**src/rtl/pipeline_stall_controller_pkg.sv**
```systemverilog
// rtl/pipeline_stall_controller_pkg.sv - state encodings, enable bundle and default widths for the stall controller
package pipeline_stall_controller_pkg;

  localparam int DEFAULT_STALL_CNT_W = 16;
  localparam int DEFAULT_MEM_TIMEOUT = 16;

  typedef enum logic [1:0] {
    ST_RUN        = 2'd0,
    ST_LOAD_STALL = 2'd1,
    ST_MEM_WAIT   = 2'd2,
    ST_HALT       = 2'd3
  } ctrl_state_e;

  typedef struct packed {
    logic pc;
    logic if_id;
    logic id_ex;
    logic ex_mem;
    logic mem_wb;
  } stage_en_t;

  localparam stage_en_t EN_ALL    = 5'b11111;
  localparam stage_en_t EN_NONE   = 5'b00000;
  // Front end held while ID/EX loads a bubble and the back end drains.
  localparam stage_en_t EN_BUBBLE = 5'b00111;

endpackage

```
**src/rtl/pipeline_stall_controller_sat_counter.sv**
```systemverilog
// rtl/pipeline_stall_controller_sat_counter.sv - saturating up-counter with sync reset and sync clear
module pipeline_stall_controller_sat_counter #(
  parameter int WIDTH = 16
) (
  input  logic             clk,
  input  logic             reset,
  input  logic             clear,
  input  logic             inc,
  output logic [WIDTH-1:0] count
);

  logic [WIDTH-1:0] count_q, count_d;

  always_comb begin
    count_d = count_q;
    if (clear) begin
      count_d = '0;
    end else if (inc && (count_q != {WIDTH{1'b1}})) begin
      count_d = count_q + WIDTH'(1);
    end
  end

  always_ff @(posedge clk) begin
    if (reset) begin
      count_q <= '0;
    end else begin
      count_q <= count_d;
    end
  end

  assign count = count_q;

endmodule

```
**src/rtl/pipeline_stall_controller.sv**
```systemverilog
// rtl/pipeline_stall_controller.sv - prioritised stall/flush sequencer driving PC and pipeline-register enables
module pipeline_stall_controller
  import pipeline_stall_controller_pkg::*;
#(
  parameter int STALL_CNT_W = DEFAULT_STALL_CNT_W,
  parameter int MEM_TIMEOUT = DEFAULT_MEM_TIMEOUT
) (
  input  logic                   clk,
  input  logic                   reset,
  input  logic                   load_use_hazard,
  input  logic                   branch_taken,
  input  logic                   mem_req,
  input  logic                   mem_ready,
  output logic                   pc_enable,
  output logic                   IF_ID_enable,
  output logic                   ID_EX_enable,
  output logic                   EX_MEM_enable,
  output logic                   MEM_WB_enable,
  output logic                   IF_ID_flush,
  output logic                   ID_EX_flush,
  output logic                   mem_timeout,
  output logic [STALL_CNT_W-1:0] stall_count,
  output logic [1:0]             ctrl_state
);

  localparam int TMO_W = (MEM_TIMEOUT > 2) ? $clog2(MEM_TIMEOUT) : 1;
  localparam logic [TMO_W-1:0] TMO_LAST = TMO_W'(MEM_TIMEOUT - 1);

  ctrl_state_e      state_q, state_d;
  logic             mem_timeout_q, mem_timeout_d;
  stage_en_t        en;
  logic             if_id_flush_c, id_ex_flush_c;
  logic             eval_run, load_use_ok;
  logic             tmo_clear, tmo_inc;
  logic [TMO_W-1:0] tmo_count;

  always_comb begin
    en            = EN_ALL;
    if_id_flush_c = 1'b0;
    id_ex_flush_c = 1'b0;
    state_d       = state_q;
    tmo_clear     = 1'b0;
    tmo_inc       = 1'b0;
    eval_run      = 1'b0;
    load_use_ok   = 1'b0;

    case (state_q)
      ST_RUN: begin
        eval_run    = 1'b1;
        load_use_ok = 1'b1;
      end
      ST_LOAD_STALL: begin
        eval_run = 1'b1;
      end
      ST_MEM_WAIT: begin
        // Frozen cycles ignore branch_taken; EX still holds the branch at release.
        if (mem_ready) begin
          eval_run    = 1'b1;
          load_use_ok = 1'b1;
        end else begin
          en      = EN_NONE;
          tmo_inc = 1'b1;
          if (tmo_count == TMO_LAST) begin
            state_d = ST_HALT;
          end
        end
      end
      default: begin
        en = EN_NONE;
      end
    endcase

    if (eval_run) begin
      if (mem_req && !mem_ready) begin
        en        = EN_NONE;
        state_d   = ST_MEM_WAIT;
        tmo_clear = 1'b1;
      end else if (branch_taken) begin
        if_id_flush_c = 1'b1;
        id_ex_flush_c = 1'b1;
        state_d       = ST_RUN;
      end else if (load_use_hazard && load_use_ok) begin
        en            = EN_BUBBLE;
        id_ex_flush_c = 1'b1;
        state_d       = ST_LOAD_STALL;
      end else begin
        state_d = ST_RUN;
      end
    end

    if (reset) begin
      en            = EN_NONE;
      if_id_flush_c = 1'b0;
      id_ex_flush_c = 1'b0;
    end

    mem_timeout_d = mem_timeout_q | (state_d == ST_HALT);
  end

  always_ff @(posedge clk) begin
    if (reset) begin
      state_q       <= ST_RUN;
      mem_timeout_q <= 1'b0;
    end else begin
      state_q       <= state_d;
      mem_timeout_q <= mem_timeout_d;
    end
  end

  pipeline_stall_controller_sat_counter #(
    .WIDTH(TMO_W)
  ) u_tmo_counter (
    .clk   (clk),
    .reset (reset),
    .clear (tmo_clear),
    .inc   (tmo_inc),
    .count (tmo_count)
  );

  pipeline_stall_controller_sat_counter #(
    .WIDTH(STALL_CNT_W)
  ) u_stall_counter (
    .clk   (clk),
    .reset (reset),
    .clear (1'b0),
    .inc   (~en.pc),
    .count (stall_count)
  );

  assign pc_enable     = en.pc;
  assign IF_ID_enable  = en.if_id;
  assign ID_EX_enable  = en.id_ex;
  assign EX_MEM_enable = en.ex_mem;
  assign MEM_WB_enable = en.mem_wb;
  assign IF_ID_flush   = if_id_flush_c;
  assign ID_EX_flush   = id_ex_flush_c;
  assign mem_timeout   = mem_timeout_q;
  assign ctrl_state    = state_q;

endmodule

```
**config.mk**
```make
export PLATFORM = sky130hd
export DESIGN_NAME = pipeline_stall_controller
export DESIGN_NICKNAME = d
export VERILOG_FILES = /design/src/rtl/pipeline_stall_controller_pkg.sv /design/src/rtl/pipeline_stall_controller_sat_counter.sv /design/src/rtl/pipeline_stall_controller.sv
export SDC_FILE = /design/constraint.sdc
export NUM_CORES = 1
export LEC_CHECK = 0
export ABC_CLOCK_PERIOD_IN_PS = 4600
export CAP_MARGIN = 20
export CORE_AREA = 2 2 55 52
export DETAILED_ROUTE_END_ITERATION = 6
export DIE_AREA = 0 0 57 54
export DONT_BUFFER_PORTS = 1
export GPL_ROUTABILITY_DRIVEN = 0
export REMOVE_ABC_BUFFERS = 1
export SETUP_SLACK_MARGIN = 0.2
export SLEW_MARGIN = 25
export SYNTH_ARGS = -nofsm -noshare
export SYNTH_HDL_FRONTEND = slang
export SYNTH_SLANG_ARGS = --single-unit
```
**constraint.sdc**
```tcl
create_clock -name clk -period 4.6 [get_ports clk]
set_clock_uncertainty 0.15 [all_clocks]
set_input_delay 0.46 -clock clk [delete_from_list [all_inputs] [get_ports clk]]
set_output_delay 0.46 -clock clk [all_outputs]
set_load 0.02 [all_outputs]
```
==> impl_metrics.csv, run 1 <==
group,metric,value,unit
route,drtIter0Drc,83,
cells_and_area,diodes,0,
die,start_util,0.4610,
setup_path,cp-startpoint,"ctrl_state[0]",
yosys,syn_inst,139,
sta,setup_violations,0,
clock_network,cts_root_buf,"clkbuf_4",
setup_path,cp.arrival,2.07,ns
power,p_per_area,281.5,mW/mm^2
grt,grt_first_pass_wirelength,4.305,mm
outcome,status,"finished, final reports clean",
setup_path,crit_type,"flop to output port",
clock_network,postCtsSetupBuffers,0,
grt,grt_pass1_vias,946,
setup_path,cpMaxStageDelayCell,"dfxtp_1",
setup_path,cp_top_family,"flip-flops",
cells_and_area,final_common_cell,"dfxtp_1",
place,pre_cts_slack,2.240,ns
yosys,synthesis.area,0.001184,mm^2
sta,slew-limit-headroom,0.4477,
setup_path,start_kind,"flop",
sta,period_needed,2.685,ns
clock_network,cts_tree,"yes",
sta,final.setup.worst_slack,1.915,ns
clock_network,h-tree-depth,1,
setup_path,max_stage_delay,0.60,ns
cells_and_area,area_growth,2.960,%
die,dieArea,0.003078,mm^2
route,detail-route-antenna-nets,0,
yosys,synth_seq_area_share,0.3890,
clock_network,cts_made_buffers,3,
sta,clock.fmax,372.5,MHz
route,drt_pre_antenna_iters,4,
clock_network,clkTransAtPathRegs,0.13,ns
clock_network,hold_buffers,0,
grt,antenna_found_initial,0,
yosys,syn_avg_cell_area,8.515,um^2
route,drt-total-wl,2.650,mm
hold_path,hp-start,"reset",
die,rows,18,
hold_path,hold_class,"input pin to flop",
cells_and_area,num-nets-final,147,
clock_network,clock_path_buffers,2,
sta,fin_hold_ws,0.04135,ns
die,core_area,0.002567,mm^2
hold_path,min_to,"u_stall_counter.count[5]",
sta,tns,0,ns
route,vias,1005,
yosys,ys_ff_latch,23,
grt,overflow,0,
hold_path,whs_path_depth,1,
cells_and_area,layout_common_cells,"23 x dfxtp_1, 15 x nor2_1, 12 x a21oi_1",
cells_and_area,fin_area,0.001219,mm^2
yosys,synth_cell_type_count,37,
die,ioPinCount,32,
setup_path,ff2ff_setup_slack,2.19,ns
power,p_leak,0.3934,nW
cells_and_area,drive_gt1_frac,0.08696,
setup_path,r2r_end,"u_stall_counter.count[14]",
place,hpwlAfterDp,1.911,mm
clock_network,clock_sinks,23,
power,ir_drop,0.1633,mV
route,routedWlPerCell,15.77,um
die,die_h,54,um
setup_path,critPathCaptureType,"output port",
grt,grt_max_degree,22,
route,drc,0,
yosys,yosys_warnings,0,
cells_and_area,postLayoutCoreUtil,0.4747,
sta,slew_violations,0,
setup_path,crit_chain,"nand2_1, a31oi_2, inv_2, and2_1",
setup_path,r2r-start,"ctrl_state[0]",
sta,hold_viol_final,0,
flow_run,max-cap-violations,0,
clock_network,clk_latency,0.31,ns
setup_path,cp_max_fo,8,
sta,tightest_slew,0.8253,ns
sta,post-route-period-util,0.5836,
place,dpl_cell_area,0.001191,mm^2
setup_path,path_buf_inv,1,
place,portBuffers,0,
setup_path,rr_worst_depth,5,
sta,rsz0062_at_grt,"false",
grt,grt_use_total,0.1798,
setup_path,cp.required,3.99,ns
die,die_x,57,um
clock_network,cts_resized,0,
route,via_per_inst,5.982,
## per-layer routing
metal | up-vias | track usage | part of all wire
met5 | - | 0 | 0
met4 | 0 | 0.07752 | 0.011
met3 | 4 | 0.05288 | 0.090
met2 | 41 | 0.2778 | 0.43
met1 | 452 | 0.2351 | 0.47
li1 | 508 | - | -
## logic make-up (layout without fill, tap and decap cells)
logic type | after synthesis | in the layout | share of synthesized area
fa+ha+maj | 2 | 2 | 0.02114
flops | 23 | 23 | 0.3890
simple gates | 61 | 61 | 0.2844
xor+xnor | 8 | 8 | 0.05919
mux | 1 | 1 | 0.008457
buf+inv | 10 | 9 | 0.04122
compound gates | 34 | 34 | 0.1966
## registers in the layout (all words and copies together), names as in the netlist
signal / count
u_tmo_counter.count: 4
mem_timeout: 1
ctrl_state: 2
u_stall_counter.count: 16
## where the power goes
part            total, W  switching, W  internal (W)  leakage (nW)
clock network  0.0000936     0.0000611     0.0000325        0.0177
logic          0.0000332     0.0000227     0.0000104         0.190
registers       0.000216     0.0000123      0.000204         0.186
## per-stage QoR
stage | power, W | instances
2_1_floorplan | 0.0002474 | 134
3_3_place_gp | 0.0002529 | 164
3_5_place_dp | 0.0002537 | 164
4_1_cts | 0.0003476 | 168
5_1_grt | 0.0003620 | 168
6_report | 0.0003430 | 168
## how the worst max path moves through the flow
stage,cells past startpoint,end
floorplan,5,u_stall_counter.count[14]
global placement,5,u_stall_counter.count[14]
detailed placement,5,u_stall_counter.count[14]
CTS,4,IF_ID_flush
global route,4,IF_ID_flush
finish,4,IF_ID_flush
## area by class of cell
| class | instances | area, um^2 |
|---|---|---|
| tap | 30 | 37.54 |
| inverter | 5 | 18.77 |
| clock inverter | 1 | 5.005 |
| clock buffer | 3 | 22.52 |
| fill | 271 | 1349 |
| sequential | 23 | 460.4 |
| multi-input combinational | 106 | 674.4 |
## Yosys cell counts (all sizes together)
master / count / share of area
dfxtp: 23 / 0.39
a21oi: 12 / 0.051
clkbuf: 2 / 0.0063
or3: 7 / 0.037
mux2i: 1 / 0.0085
nand2: 11 / 0.035
nor2: 15 / 0.048
and4b: 1 / 0.0085
a211oi: 2 / 0.017
a2111oi: 2 / 0.025
nor4b: 1 / 0.013
or4b: 1 / 0.012
buf: 3 / 0.019
inv: 5 / 0.016
and3: 2 / 0.011
nor2b: 2 / 0.011
a31oi: 1 / 0.011
and4: 3 / 0.022
xnor2: 4 / 0.030
o221ai: 1 / 0.0074
o22ai: 2 / 0.016
o31ai: 1 / 0.0063
nand3: 6 / 0.025
and2: 3 / 0.016
xor2: 4 / 0.030
or4: 1 / 0.0063
o211ai: 1 / 0.0063
o21ai: 10 / 0.042
o41ai: 1 / 0.0074
nand4: 5 / 0.026
a31o: 1 / 0.0074
ha: 2 / 0.021
nor3: 2 / 0.0085
nor3b: 1 / 0.0063
Note: power is estimated with default switching activity, not from simulation.
==> inputs of run 2 (changes only) <==
--- a/config.mk
+++ b/config.mk
@@ -5,7 +5,7 @@
 export SDC_FILE = /design/constraint.sdc
 export NUM_CORES = 1
 export LEC_CHECK = 0
-export ABC_CLOCK_PERIOD_IN_PS = 4600
+export ABC_CLOCK_PERIOD_IN_PS = 2720
 export CAP_MARGIN = 20
 export CORE_AREA = 2 2 55 52
 export DETAILED_ROUTE_END_ITERATION = 6
==> constraint.sdc (replaced) <==
create_clock -name clk -period 2.72 [get_ports clk]
set_clock_uncertainty 0.15 [all_clocks]
set_input_delay 0.272 -clock clk [delete_from_list [all_inputs] [get_ports clk]]
set_output_delay 0.272 -clock clk [all_outputs]
set_load 0.02 [all_outputs]
==> run 2 against run 1 <==
Effect of this change:
- critical path depth unchanged
- via count is 2.2% higher
- global-route usage down 0.69 points
- clock-buffer cell count increased by 1
- design area up 4.4%
- wire length shrank 1.6%
- core utilization is 2.1 points higher
- register-to-register slack lost 1.7 ns
- power grew 73%
- critical endpoint unchanged
==> impl_metrics.csv, run 2 (synthesis gave the netlist of run 1 again) <==
group,metric,value,unit
hold_path,hold_class,"input pin to flop",
route,detail-route-antenna-nets,0,
clock_network,cts_root_buf,"clkbuf_4",
power,p_per_area,465.0,mW/mm^2
cells_and_area,drive_gt1_frac,0.09790,
place,hpwlAfterDp,1.853,mm
power,ir_drop,0.2593,mV
place,portBuffers,0,
route,drtIter0Drc,27,
grt,grt_pass1_vias,925,
sta,clock.fmax,424.3,MHz
die,start_util,0.4610,
clock_network,cts_tree,"yes",
route,routedWlPerCell,15.07,um
route,wl_met2,1.130,mm
cells_and_area,layout_common_cells,"22 x dfxtp_1, 15 x nor2_1, 12 x a21oi_1",
setup_path,crit_chain,"nand2_1, a31oi_4, inv_2, and2_1",
sta,tightest_slew,0.6836,ns
cells_and_area,largest_reg_flops,16,
die,core_area,0.002567,mm^2
setup_path,crit_type,"flop to output port",
sta,rsz0062_at_grt,"false",
route,drc,0,
grt,antenna_found_initial,0,
die,die_x,57,um
route,top_layer,"met4",
sta,post-route-period-util,0.8664,
setup_path,path_buf_inv,1,
die,ioPinCount,32,
die,die_h,54,um
setup_path,start_kind,"flop",
outcome,status,"finished, final reports clean",
cells_and_area,fin_area,0.001272,mm^2
route,met1Wirelength,1.264,mm
grt,overflow,0,
die,rows,18,
setup_path,rr_worst_depth,6,
power,p_leak,0.4156,nW
sta,slew-limit-headroom,0.5427,
route,vias,1027,
cells_and_area,num-nets-final,152,
setup_path,cp.required,2.30,ns
sta,setup_violations,0,
clock_network,clock_sinks,23,
grt,grt_max_degree,19,
sta,period_needed,2.357,ns
place,placed_cells,166,
sta,hold_viol_final,0,
clock_network,h-tree-depth,1,
die,dieArea,0.003078,mm^2
route,wl_met3,196,um
cells_and_area,final_common_cell,"dfxtp_1",
setup_path,cp_top_family,"flip-flops",
setup_path,max_stage_delay,0.57,ns
sta,slew_violations,0,
setup_path,cpMaxStageDelayCell,"dfxtp_1",
grt,grt_first_pass_wirelength,4.160,mm
flow_run,max-cap-violations,0,
clock_network,cts_made_buffers,3,
cells_and_area,nFillCells,257,
setup_path,cp.depth,4,
route,via_per_inst,5.936,
cells_and_area,stdcell_count,173,
hold_path,whs_path_depth,2,
grt,grt_use_total,0.1729,
setup_path,cp_max_fo,8,
clock_network,clk_latency,0.30,ns
route,drt-total-wl,2.607,mm
clock_network,clock_path_buffers,2,
place,dpl_cell_area,0.001206,mm^2
cells_and_area,diodes,0,
setup_path,cp.arrival,1.93,ns
cells_and_area,area_growth,7.505,%
clock_network,clkTransAtPathRegs,0.13,ns
setup_path,critPathCaptureType,"output port",
sta,tns,0,ns
route,drt_pre_antenna_iters,4,
## run 2: cell types whose count changed in the layout (fill, tap and decap cells not counted), sizes merged
cell,before,now
clkbuf,3,4
buf,0,2
dlygate4sd3,0,3
clkinv,1,0
## run 2: area by class of cell
cell class	instances	area [um^2]	area share
Tap cell	30	37.54	0.02950
Timing Repair Buffer	5	45.04	0.03540
Multi-Input combinational cell	106	683.2	0.5369
Clock buffer	4	26.28	0.02065
Inverter	5	18.77	0.01475
Sequential cell	23	461.7	0.3628
## run 2: repair_timing
action,CTS,global route
gates resized for setup,0,2
hold endpoints to repair,18,0
buffers inserted,0,0
endpoints found under the setup margin,0,3
hold buffers,3,0
## run 2: through the flow
step / worst slack (ns) / hold slack, ns / utilization / total power [W]
after global routing: 0.2496 / 0.05162 / 0.4956 / 0.0006178
final: 0.3634 / 0.06115 / 0.4956 / 0.0005917
after detailed placement: 0.4130 / 0.1955 / 0.4698 / 0.0004306
after floorplan: 0.5612 / 0.1911 / - / 0.0004183
after global placement: 0.5213 / 0.1936 / 0.4698 / 0.0004298
after CTS: 0.2120 / 0.05809 / 0.4917 / 0.0005991
## run 2: layer usage
layer,up-vias,track usage
li1,524,-
met1,470,0.2315
met2,31,0.2605
met3,2,0.06731
met4,0,0.04651
met5,-,0
## run 2: final timing paths
path | startpoint | to | slack (ns)
worst max-delay path | ctrl_state[1] | IF_ID_flush | 0.36
worst min-delay path | branch_taken | ctrl_state[0] | 0.06
worst max register to register | ctrl_state[1] | u_stall_counter.count[13] | 0.52
worst min register to register | u_tmo_counter.count[1] | u_tmo_counter.count[1] | 0.34
## run 2: report_power, final
part	switching [W]	total (W)	internal (W)	leakage [nW]
Sequential	0.0000205	0.000365	0.000345	0.186
Clock	0.000102	0.000159	0.0000571	0.0150
Combinational	0.0000439	0.0000669	0.0000230	0.214
==> inputs of run 3 (changes only) <==
--- a/config.mk
+++ b/config.mk
@@ -7,9 +7,9 @@
 export LEC_CHECK = 0
 export ABC_CLOCK_PERIOD_IN_PS = 2720
 export CAP_MARGIN = 20
-export CORE_AREA = 2 2 55 52
+export CORE_AREA = 2 2 58 54
 export DETAILED_ROUTE_END_ITERATION = 6
-export DIE_AREA = 0 0 57 54
+export DIE_AREA = 0 0 60 56
 export DONT_BUFFER_PORTS = 1
 export GPL_ROUTABILITY_DRIVEN = 0
 export REMOVE_ABC_BUFFERS = 1
@@ -17,4 +17,5 @@
 export SLEW_MARGIN = 25
 export SYNTH_ARGS = -nofsm -noshare
 export SYNTH_HDL_FRONTEND = slang
+export SYNTH_HIERARCHICAL = 1
 export SYNTH_SLANG_ARGS = --single-unit
==> run 3 against run 2 <==
Effect of this change:
- sequential share of layout area fell by 3.3 points
- worst setup slack improved by 0.16 ns
- via count rose by 9.6%
- final cell count rose by 15%
- maximum frequency rose by 7.5%
- design area rose by 10%
- non-clock buffer count fell by 1
- flip-flop and latch count did not move
- first-iteration DRC count rose by 96%
- critical path type is now flop to flop
- critical endpoint is now u_stall_counter/count[11]
- largest power group unchanged
==> impl_metrics.csv, run 3 <==
group,metric,value,unit
sta,slew-limit-headroom,0.4916,
hold_path,min_to,"ctrl_state[1]",
yosys,synth_flop_cell,"dfxtp_1",
die,die_h,56,um
clock_network,postCtsSetupBuffers,0,
flow_run,max-cap-violations,0,
route,vias,1126,
clock_network,cts_made_buffers,3,
cells_and_area,layout_common_cells,"21 x dfxtp_1, 19 x nand2_1, 8 x mux2i_1",
route,detail-route-antenna-nets,0,
place,hpwlAfterDp,2.065,mm
clock_network,clock_path_buffers,2,
yosys,synth_async_sr_flop_share,0,
clock_network,h-tree-depth,1,
grt,grt_use_total,0.1830,
yosys,synth_top_area_share,0.3459,
die,rows,18,
sta,slew_violations,0,
die,die_x,60,um
sta,tns,0,ns
yosys,syn_inst,153,
yosys,synthTopCellsByArea,"dfxtp_1 35%, mux2i_1 6.0%, nand2_1 5.4%",
clock_network,clkTransAtPathRegs,0.12,ns
grt,antenna_found_initial,0,
cells_and_area,stdcell_count,199,
yosys,synthesis.area,0.001331,mm^2
die,ioPinCount,32,
grt,grt_first_pass_wirelength,4.816,mm
sta,setup_violations,0,
route,drc,0,
grt,grt_max_degree,13,
yosys,ys_ff_latch,23,
yosys,yosys.area.top_type,"dfxtp_1",
sta,hold_viol_final,0,
clock_network,cts_tree,"yes",
power,p_leak,0.5178,nW
sta,clock.fmax,456.1,MHz
outcome,status,"finished, final reports clean",
hold_path,whs_path_depth,2,
setup_path,cp_max_fo,7,
setup_path,rr_worst_depth,7,
setup_path,r2r-start,"ctrl_state[1]",
setup_path,start_kind,"flop",
setup_path,r2r_end,"u_stall_counter/count[11]",
cells_and_area,area_growth,5.357,%
hold_path,hp-start,"reset",
clock_network,clk_latency,0.30,ns
grt,grt_pass1_vias,1095,
yosys,syn_avg_cell_area,8.701,um^2
route,routedWlPerCell,14.00,um
route,drt_pre_antenna_iters,4,
route,drt-total-wl,2.786,mm
yosys,synth_common_cells,"23 x dfxtp_1, 19 x nand2_1, 8 x mux2i_1, 7 x a21oi_1",
cells_and_area,largest_reg_flops,16,
cells_and_area,drive_gt1_frac,0.1321,
route,drtIter0Drc,53,
power,ir_drop,0.2295,mV
cells_and_area,final_common_cell,"dfxtp_1",
sta,final.setup.worst_slack,0.5274,ns
setup_path,critPathCaptureType,"flop",
die,start_util,0.4885,
yosys,synth-edff-count,0,
place,pre_cts_slack,0.3359,ns
clock_network,clock_sinks,23,
grt,overflow,0,
setup_path,cp.arrival,2.29,ns
yosys,yosys_warnings,6,
power,p_per_area,400.7,mW/mm^2
die,dieArea,0.003360,mm^2
setup_path,cp.required,2.81,ns
hold_path,hold_class,"input pin to flop",
yosys,synth_seq_area_share,0.3459,
die,core_area,0.002725,mm^2
place,portBuffers,0,
route,via_per_inst,5.658,
yosys,synth_cell_type_count,46,
yosys,synth_most_common_cell,"dfxtp_1",
setup_path,ff2ff_setup_slack,0.53,ns
cells_and_area,num-nets-final,168,
clock_network,cts_root_buf,"clkbuf_4",
sta,post-route-period-util,0.8061,
sta,period_needed,2.193,ns
setup_path,crit_type,"flop to flop",
sta,tightest_slew,0.7598,ns
place,placed_cells,193,
sta,rsz0062_at_grt,"false",
cells_and_area,diodes,0,
-- run 3: cell count changes after synthesis, sizes merged, moves of 4 or more --
| cell | change |
|---|---|
| xor2 | -4 |
| buf | +4 |
| nand2 | +8 |
| a21oi | -5 |
| xnor2 | -4 |
| nor2 | -9 |
| mux2i | +7 |
| nor3 | +4 |
| and3 | +4 |
-- run 3: power by group --
group          switching (W)  internal (W)  total [W]
sequential        0.00000925      0.000341   0.000350
clock              0.0000983     0.0000571   0.000155
combinational      0.0000370     0.0000196  0.0000566
total               0.000145      0.000417   0.000562
-- run 3: routing by layer --
metal,track usage,routed length [um]
met1,0.2393,1367
met2,0.2997,1288
met3,0.03953,114
met4,0.04762,15
met5,0,0
-- run 3: logic make-up after synthesis --
group | synth area share
and+or+nand+nor | 0.3017
AOI/OAI and AO/OA | 0.2077
DFF | 0.3459
buffers and inverters | 0.06297
muxes | 0.06015
adders and majority gates | 0.01879
other | 0.002817
-- run 3: per-stage QoR --
step	utilization	hold WS (ns)	total power (W)	area (um^2)
floorplan	-	0.1988	0.0003969	1289
global placement	0.4968	0.2018	0.0004075	1354
detailed placement	0.4968	0.2035	0.0004085	1354
CTS	0.5138	0.01435	0.0005731	1400
global route	0.5147	0.01201	0.0005977	1403
finish	0.5147	0.02785	0.0005620	1403
-- run 3: worst max-delay path by stage --
stage / start / to / slack (ns) / cells after the start
2_1_floorplan: ctrl_state[1] / u_stall_counter/count[10] / 0.45 / 7
3_3_place_gp: ctrl_state[1] / u_stall_counter/count[11] / 0.43 / 7
3_5_place_dp: ctrl_state[1] / u_stall_counter/count[11] / 0.34 / 7
4_1_cts: ctrl_state[1] / u_stall_counter/count[11] / 0.29 / 7
5_1_grt: ctrl_state[1] / u_stall_counter/count[11] / 0.27 / 7
6_report: ctrl_state[1] / u_stall_counter/count[11] / 0.53 / 7
-- run 3: worst max-delay path, cell delays in order, from the launching register on --
cell	delay, ns
dfxtp_2	0.47
nand2_1	0.10
a31o_2	0.26
o21ai_1	0.18
and3_1	0.23
nand3_1	0.20
a211oi_1	0.34
mux2i_1	0.21
-- run 3: area by class of cell --
cell class / instances / area, um^2
timing repair buffer: 4 / 35.03
fill: 278 / 1323
multi-input combinational: 123 / 809.5
sequential: 23 / 462.9
inverter: 5 / 18.77
tap: 40 / 50.05
clock buffer: 4 / 26.28
-- run 3: timing repair --
action                     4_1_cts  5_1_grt
hold endpoints to repair        11        0
hold buffers                     2        0
resized for setup                0        3
setup endpoints to repair        0        5
